===== src/rtl/pipelined_barrel_shifter.sv =====
// Pipelined ROR/ROL/LSR/ASR barrel shifter, one log2 level per stage; latency LOG2W cycles, one result per cycle.
// Backpressure: a stalled output freezes every stage (bubbles included) and drops inReady in the same cycle.
module pipelined_barrel_shifter #(
    parameter int WIDTH = 32,
    parameter int TAG_W = 4,
    localparam int LOG2W = $clog2(WIDTH)
) (
    input  logic             clk,
    input  logic             reset,
    input  logic             inValid,
    output logic             inReady,
    input  logic [WIDTH-1:0] inData,
    input  logic [LOG2W-1:0] shiftAmount,
    input  logic [1:0]       mode,
    input  logic [TAG_W-1:0] inTag,
    output logic             outValid,
    input  logic             outReady,
    output logic [WIDTH-1:0] outData,
    output logic [TAG_W-1:0] outTag,
    output logic             busy
);

    localparam logic [1:0] MODE_ROR = 2'b00;
    localparam logic [1:0] MODE_ROL = 2'b01;
    localparam logic [1:0] MODE_LSR = 2'b10;

    logic             advance;

    logic [LOG2W-1:0] st_vld;
    logic [WIDTH-1:0] st_dat  [LOG2W];
    logic [LOG2W-1:0] st_amt  [LOG2W];
    logic [1:0]       st_mode [LOG2W];
    logic [TAG_W-1:0] st_tag  [LOG2W];

    logic [LOG2W-1:0] nxt_vld;
    logic [WIDTH-1:0] nxt_dat  [LOG2W];
    logic [LOG2W-1:0] nxt_amt  [LOG2W];
    logic [1:0]       nxt_mode [LOG2W];
    logic [TAG_W-1:0] nxt_tag  [LOG2W];

    assign advance = !outValid || outReady;
    assign inReady = advance;

    for (genvar k = 0; k < LOG2W; k++) begin : g_stage
        localparam int DIST = 1 << k;

        logic [WIDTH-1:0] src;
        logic [LOG2W-1:0] src_amt;
        logic [1:0]       src_mode;
        logic [TAG_W-1:0] src_tag;
        logic             src_vld;
        logic             src_sel;
        logic [WIDTH-1:0] shifted;

        if (k == 0) begin : g_head
            assign src      = inData;
            assign src_amt  = shiftAmount;
            assign src_mode = mode;
            assign src_tag  = inTag;
            assign src_vld  = inValid;
            assign src_sel  = shiftAmount[k];
        end else begin : g_body
            assign src      = st_dat[k-1];
            assign src_amt  = st_amt[k-1];
            assign src_mode = st_mode[k-1];
            assign src_tag  = st_tag[k-1];
            assign src_vld  = st_vld[k-1];
            assign src_sel  = st_amt[k-1][k];
        end

        // ASR: the running MSB is still the operand's sign, so each level replicates its own MSB.
        always_comb begin
            shifted = src;
            case (src_mode)
                MODE_ROR: shifted = (src >> DIST) | (src << (WIDTH - DIST));
                MODE_ROL: shifted = (src << DIST) | (src >> (WIDTH - DIST));
                MODE_LSR: shifted = src >> DIST;
                default:  shifted = $signed(src) >>> DIST;
            endcase
        end

        assign nxt_dat[k]  = src_sel ? shifted : src;
        assign nxt_amt[k]  = src_amt;
        assign nxt_mode[k] = src_mode;
        assign nxt_tag[k]  = src_tag;
        assign nxt_vld[k]  = src_vld;
    end

    always_ff @(posedge clk) begin
        if (reset) begin
            st_vld <= '0;
            for (int k = 0; k < LOG2W; k++) begin
                st_dat[k]  <= '0;
                st_amt[k]  <= '0;
                st_mode[k] <= '0;
                st_tag[k]  <= '0;
            end
        end else if (advance) begin
            st_vld <= nxt_vld;
            for (int k = 0; k < LOG2W; k++) begin
                st_dat[k]  <= nxt_dat[k];
                st_amt[k]  <= nxt_amt[k];
                st_mode[k] <= nxt_mode[k];
                st_tag[k]  <= nxt_tag[k];
            end
        end
    end

    assign outValid = st_vld[LOG2W-1];
    assign outData  = st_dat[LOG2W-1];
    assign outTag   = st_tag[LOG2W-1];
    assign busy     = |st_vld;

endmodule


===== config.mk =====
export PLATFORM = sky130hd
export DESIGN_NAME = pipelined_barrel_shifter
export DESIGN_NICKNAME = d
export VERILOG_FILES = /design/src/rtl/pipelined_barrel_shifter.sv
export SDC_FILE = /design/constraint.sdc
export NUM_CORES = 1
export LEC_CHECK = 0
export ABC_AREA = 1
export BUFFER_PORTS_ARGS = -buffer_cell sky130_fd_sc_hd__clkbuf_2
export CAP_MARGIN = 20
export CORE_UTILIZATION = 42
export CTS_CLUSTER_SIZE = 24
export DETAILED_ROUTE_END_ITERATION = 10
export GPL_TIMING_DRIVEN = 0
export PLACE_DENSITY_LB_ADDON = 0.2
export SKIP_LAST_GASP = 1
export SYNTH_ARGS = -nofsm -noshare
export SYNTH_HDL_FRONTEND = slang
export SYNTH_SLANG_ARGS = --single-unit

===== constraint.sdc =====
create_clock -name clk -period 5.9 [get_ports clk]
set_input_delay 0.885 -clock clk [delete_from_list [all_inputs] [get_ports clk]]
set_output_delay 0.885 -clock clk [all_outputs]
set_load 0.05 [all_outputs]

==> results of run 1 <==
-- where the power goes --
| group | total, uW | internal, uW | leakage (uW) | switching (uW) |
|---|---|---|---|---|
| Combinational | 423 | 139 | 0.00337 | 284 |
| Sequential | 1760 | 1680 | 0.00240 | 81.3 |
| Clock | 1380 | 833 | 0.000362 | 551 |
| Total | 3570 | 2650 | 0.00613 | 916 |
-- layout make-up --
cell class	instances	area (um2)
Tap cell	335	419.2
Clock inverter	12	120.1
Timing Repair Buffer	85	470.5
Inverter	178	668.1
Fill cell	2557	13280
Multi-Input combinational cell	950	4041
Sequential cell	203	6046
Buffer	97	469.2
Clock buffer	30	623.1
-- synthesized netlist by cell type (2+ instances only) --
library cell / instances / area [um2]
inv_1: 173 / 649.4
dfxtp_1: 5 / 100.1
nand2_4: 2 / 22.52
nand3_1: 247 / 1236
buf_2: 51 / 255.2
inv_2: 5 / 18.77
o211ai_1: 30 / 225.2
clkbuf_1: 31 / 116.4
o21ai_0: 3 / 15.01
buf_4: 9 / 67.56
a21oi_1: 18 / 90.09
nand2_1: 302 / 1134
nor2_1: 345 / 1295
buf_1: 5 / 18.77
edfxtp_1: 198 / 5946
-- stage by stage --
step	utilization [%]	cells	instance area, um2	setup TNS (ns)
2_1_floorplan	-	1428	11220	0
3_3_place_gp	46.12	1846	12050	-354.14
3_5_place_dp	46.36	1848	12110	0
4_1_cts	49.20	1890	12860	0
5_1_grt	49.20	1890	12860	0
6_report	49.20	1890	12860	0
-- logic make-up after synthesis --
group	after synthesis	share of synthesized area (%)
flops	203	53.90
simple gates	898	32.97
compound gates	52	2.989
buf+inv	275	10.14
-- worst max path at each step --
stage,endpoint,start,slack (ns),depth (start not counted)
4_1_cts,inReady,outReady,3.31,5
6_report,inReady,outReady,3.30,5
3_3_place_gp,st_dat[0][13]$_SDFFCE_PN0P_,reset,-1.79,3
3_5_place_dp,inReady,outReady,3.31,5
5_1_grt,inReady,outReady,3.25,5
2_1_floorplan,st_amt[0][13]$_SDFFCE_PN0P_,outReady,0.08,2
-- flip-flops by register name, indices dropped and copies added, names as in the netlist --
| register | count |
|---|---|
| st_dat | 160 |
| st_vld | 5 |
| st_tag | 20 |
| st_mode | 8 |
| st_amt | 10 |
-- layer usage --
| layer | up-vias | global-route usage (%) |
|---|---|---|
| li1 | 4803 | - |
| met4 | 0 | 10.66 |
| met2 | 293 | 40.78 |
| met5 | - | 0 |
| met3 | 65 | 2.298 |
| met1 | 4139 | 24.50 |
-- worst register-to-register path, stage by stage, from the launching register on --
cell and delay (ns):
dfxtp_1 0.41, inv_1 0.08, nor2_1 0.21, nand2_4 0.43
buf_16 0.41
==> parameters.txt, run 1 <==
Parameter                              Value

Run status
  Outcome ... finished with violations
  Violated checks ... design-rule violations

GRT
  Global-route wire length before repair ... 46000 um
  GR Overflow Total ... 0
  Antenna violations before repair ... 0
  Number of global-route vias before repair ... 8779
  GRT Util Overall ... 21.80%
  Largest net degree at the start of global routing ... 78

Die
  Starting Density ... 42.92%
  Ports ... 86
  Chip height ... 165.4 um
  Die Span X ... 165.4 um
  Number of placement rows ... 59
  Die Footprint ... 27370 um2
  Core area ... 26130 um2

Setup path
  WP buf/inv ... 4
  Cells along the critical path ... clkbuf_2, inv_2, nand2_4, buf_2, clkbuf_2
  Source of the worst register-to-register timing path ... st_vld[4]$_SDFFE_PP0P_
  Top fanout value on the critical path ... 10
  Arrival time at the worst endpoint ... 1.71 ns
  Delay contributed by the slowest stage of the critical path ... 0.32 ns
  Cell mode on critical path ... clkbuf_2
  Worst reg-to-reg path cell count ... 4
  Required time at the endpoint of the critical path ... 5.02 ns
  Classification of the worst setup path ... in2out
  Critical path's slowest cell ... clkbuf_2
  Setup slack, reg-to-reg ... 3.97 ns
  Nature of the critical path endpoint ... primary output
  Startpoint kind of the worst setup timing path ... primary input
  Crit path max-delay family ... buffers and inverters
  Reg2reg end ... st_dat[0][49]$_SDFFCE_PN0P_

Final layout
  Diode insertion count for antenna repair ... 0
  Post-layout net count ... 1586
  Commonest non-fill, non-tap cells in the layout ... nor2_1, nand2_1, nand3_1, edfxtp_1, inv_1
  Most frequent standard cell in the layout excluding fill and tap cells ... nor2_1
  Share of final-layout standard cells stronger than drive strength 1 ... 12.09%
  Growth of design area from synthesis to finish ... 14.62%

STA
  Clock tree skew after final layout ... 0.02154 ns
  Post-route worst setup slack ... 3.303 ns
  Endpoints failing setup ... 0
  Part of the cycle the worst path needs ... 44.02%
  Final hold slack ... 0.4605 ns
  Final-report hold violation count ... 0
  Transition time at the pin with the least slew margin ... 0.7399 ns
  RSZ-0062 raised after global routing ... no
  Max Fclk ... 385.1 MHz
  Worst slew margin ... 50.67%
  Final Slew Violations ... 0
  Post-route minimum period ... 2.597 ns

Synthesis
  Syn nets ... 1475
  Share of the yosys chip area belonging to registers ... 53.90%
  Seq cells post-synth ... 203
  Post-Syn Instances ... 1428
  Count of unique library cells instantiated by Yosys ... 19
  Proportion of synthesized flip-flops having asynchronous set or reset ... 0%
  Prevailing post-synth register cell ... edfxtp_1
  Warning count from the yosys run ... 0
  Mean instance size in the synthesized netlist ... 7.855 um2
  Number of enable flip-flop cells after synthesis ... 198
  Post-synth design cell area ... 11220 um2

Drt
  Drc violations ... 20
  DR WL met3 ... 1157 um
  Detailed-route wire length per cell ... 15.32 um
  Number of nets with antenna violations after routing ... 0
  Via/cell ratio ... 4.921
  Uppermost routed layer ... met4
  Final Routed Wirelength ... 28950 um
  Wire length the detailed router placed on met1 ... 11700 um
  Initial detailed-routing violation count ... 650
  Length of the first detailed-routing pass in iterations ... 8
  Total vias in the final route ... 9300
  Routed length on met2 ... 14800 um

Place
  Worst setup slack after placement ... 3.308 ns
  Number of input and output port buffers inserted ... 83
  Detailed placement HPWL ... 21640 um
  Global placement routability congestion ... 0.9425

Hold path
  Hold path endpoint ... st_vld[1]$_SDFFE_PP0P_
  Number of cells traversed by the worst hold path ... 2
  Start point of the worst min-delay path ... st_vld[0]$_SDFFE_PP0P_
  Class of the tightest hold or removal check ... reg2reg

Clocking
  Clock tree from TritonCTS ... yes
  Depth of the CTS H-tree ... 1
  Buffer levels on the longest clock path ... 3
  Clock Tree Root ... clkbuf_16
  Skew-Pair Late Insertion Delay ... 0.52 ns
  Cts repair resizes ... 0
  Number of buffers inserted during clock tree synthesis ... 24
  Hold buffer count at CTS ... 0
  Post CTS Setup Buffer Count ... 0
  Clock sink count ... 203
  Clock input transition at the sequential cells of the worst setup and hold paths ... 0.06 ns

Pwr
  Leakage dissipation ... 0.006134 uW
  Power density of the placed cells ... 277.6 nW/um2
  Peak ir drop on the vdd network ... 0.0001791 V
  Total power after layout ... 3569 uW

Flow run
  Total of max-cap violations ... 0
(Power assumes the default switching activity.)
==> inputs of run 2 (changes only) <==
Clock period 5.9 ns to 2.4 ns, I/O delays scaled along.
==> parameters.txt, run 2 (same netlist as run 1, synthesis figures left out) <==
Parameter                              Value

Run status
  Outcome ... finished with violations
  Violated checks ... design-rule violations

Pwr
  Clk pwr share ... 39.1% (+0.3 points)
  Sequential Power Share ... 49.1% (-0.3 points)
  Cell-internal power ... 6548 uW (+150%)
  Switching Power ... 2277 uW (+150%)
  Sw frac ... 25.80% (+0.14 points)
  Peak ir drop on the vdd network ... 0.0004372 V (+140%)
  Leakage dissipation ... 0.006119 uW (-0.24%)
  Power density of the placed cells ... 686.9 nW/um2 (+150%)
  Combinational fraction of design power ... 11.9% (about the same)

Place
  Number of input and output port buffers inserted ... 83 (unchanged)
  Global placement routability congestion ... 0.9600 (+1.9%)
  Worst setup slack after placement ... 0.1923 ns (-3.116 ns)
  Detailed placement HPWL ... 21380 um (-1.2%)

Setup path
  Arrival time at the worst endpoint ... 2.33 ns (+0.62 ns)
  Required time at the endpoint of the critical path ... 2.58 ns (-2.44 ns)
  Top fanout value on the critical path ... 90 (+80)
  Classification of the worst setup path ... reg2reg
  Nature of the critical path endpoint ... flop
  Startpoint kind of the worst setup timing path ... flop

STA
  Clock tree skew after final layout ... 0.009141 ns (-0.01240 ns)
  Post-route minimum period ... 2.146 ns
  Total negative slack for setup checks ... 0 ns (unchanged)
  Final-report hold violation count ... 0 (unchanged)
  Transition time at the pin with the least slew margin ... 0.7416 ns (+0.001649 ns)
  Post-route worst setup slack ... 0.2536 ns (-3.049 ns)
  Endpoints failing setup ... 0 (unchanged)
  Final Slew Violations ... 0 (unchanged)
  Part of the cycle the worst path needs ... 89.43%
  RSZ-0062 raised after global routing ... no
  Max Fclk ... 465.9 MHz
  Worst slew margin ... 50.52% (-0.15 points)

Die
  Starting Density ... 42.92% (unchanged)
  Die Span X ... 165.4 um (unchanged)
  Chip height ... 165.4 um (unchanged)
  Die Footprint ... 27370 um2 (unchanged)
  Number of placement rows ... 59 (unchanged)
  Core area ... 26130 um2 (unchanged)
  Ports ... 86 (unchanged)

GRT
  Antenna violations before repair ... 0 (unchanged)
  GR Overflow Total ... 0 (unchanged)
  Largest net degree at the start of global routing ... 113 (+45%)
  GRT Util Overall ... 22.12% (+0.32 points)
  Global-route wire length before repair ... 46860 um (+1.9%)
  Number of global-route vias before repair ... 8914 (+1.5%)

Clocking
  Skew-Pair Late Insertion Delay ... 0.51 ns (about the same)
  Depth of the CTS H-tree ... 1 (unchanged)
  Buffer levels on the longest clock path ... 3 (unchanged)
  Clock input transition at the sequential cells of the worst setup and hold paths ... 0.06 ns (about the same)
  Cts repair resizes ... 0 (unchanged)
  Clock tree from TritonCTS ... yes
  Clock Tree Root ... clkbuf_16
  Clock sink count ... 203 (unchanged)
  Post CTS Setup Buffer Count ... 0 (unchanged)
  Number of buffers inserted during clock tree synthesis ... 23 (-4.2%)
  Hold buffer count at CTS ... 0 (unchanged)

Drt
  Initial detailed-routing violation count ... 718 (+10%)
  Length of the first detailed-routing pass in iterations ... 8 (unchanged)
  Final Routed Wirelength ... 29390 um (+1.5%)
  Total vias in the final route ... 9322 (+0.24%)
  Detailed-route wire length per cell ... 15.56 um (+1.6%)
  Via/cell ratio ... 4.935 (+0.29%)
  Drc violations ... 11 (-45%)
  Number of nets with antenna violations after routing ... 0 (unchanged)

Final layout
  Growth of design area from synthesis to finish ... 14.53% (about the same)
  Count of filler cells inserted in the layout ... 2577 (+0.78%)
  Most frequent standard cell in the layout excluding fill and tap cells ... nor2_1
  Diode insertion count for antenna repair ... 0 (unchanged)
  Register containing the most flip-flops in the final layout ... st_dat
  Post-layout net count ... 1585 (-0.063%)
  Largest regs ... st_dat x160, st_tag x20, st_amt x10
  Largest register FFs ... 160 (unchanged)
  Commonest non-fill, non-tap cells in the layout ... nor2_1, nand2_1, nand3_1, edfxtp_1, inv_1
  Share of final-layout standard cells stronger than drive strength 1 ... 12.16% (+0.072 points)

Flow run
  Total of max-cap violations ... 0 (unchanged)

Hold path
  Class of the tightest hold or removal check ... in2reg
[run 2: final cells by class]
class / count / area [um2] / share of cell area (%)
plain buffers: 97 / 469.2 / 3.652
clock buffers: 26 / 586.8 / 4.568
clock inverters: 15 / 153.9 / 1.198
inverters: 178 / 668.1 / 5.201
multi-input cells: 951 / 4061 / 31.61
flip-flops and latches: 203 / 6046 / 47.06
well taps: 335 / 419.2 / 3.263
repair buffers: 84 / 442.9 / 3.448
[run 2: per-stage QoR]
step                      util, %  std cells  power, uW  area, um2  hold slack (ns)
after floorplan                 -       1428       5074      11230           0.4283
final                       49.16       1889       8825      12850          0.03642
after global placement      46.18       1846       5434      12070           0.4349
after detailed placement    46.28       1847       5440      12100           0.4509
after CTS                   49.12       1888       8898      12840          0.01809
after global routing        49.16       1889       9210      12850          0.03591
[run 2: layer usage]
layer	track usage (%)	up-vias	wire, um
met5	0	-	0
li1	-	4800	-
met1	26.21	4186	12100
met2	39.60	262	14640
met3	2.498	74	1258
met4	10.95	0	1383
[run 2: worst paths after layout]
| kind | from | to | slack [ns] | cells after the start |
|---|---|---|---|---|
| setup / recovery | st_vld[4]$_SDFFE_PP0P_ | st_dat[0][9]$_SDFFCE_PN0P_ | 0.25 | 4 |
| hold reg to reg | st_vld[0]$_SDFFE_PP0P_ | st_vld[1]$_SDFFE_PP0P_ | 0.47 | 2 |
| setup reg to reg | st_vld[4]$_SDFFE_PP0P_ | st_dat[0][9]$_SDFFCE_PN0P_ | 0.25 | 4 |
| hold / removal | reset | st_vld[4]$_SDFFE_PP0P_ | 0.04 | 2 |
[run 2: power by group through the flow]
stage,Clock [uW],Combinational [uW],Sequential (uW)
2_1_floorplan,0,672,4400
3_3_place_gp,0,1030,4400
3_5_place_dp,0,1040,4400
4_1_cts,3530,1040,4330
5_1_grt,3680,1190,4350
6_report,3450,1050,4330
[run 2: worst max-delay path, stage by stage (launching register included)]
cell and delay (ns):
dfxtp_1 0.41, inv_1 0.08, nor2_1 0.50, nand2_8 0.36, buf_16 0.37
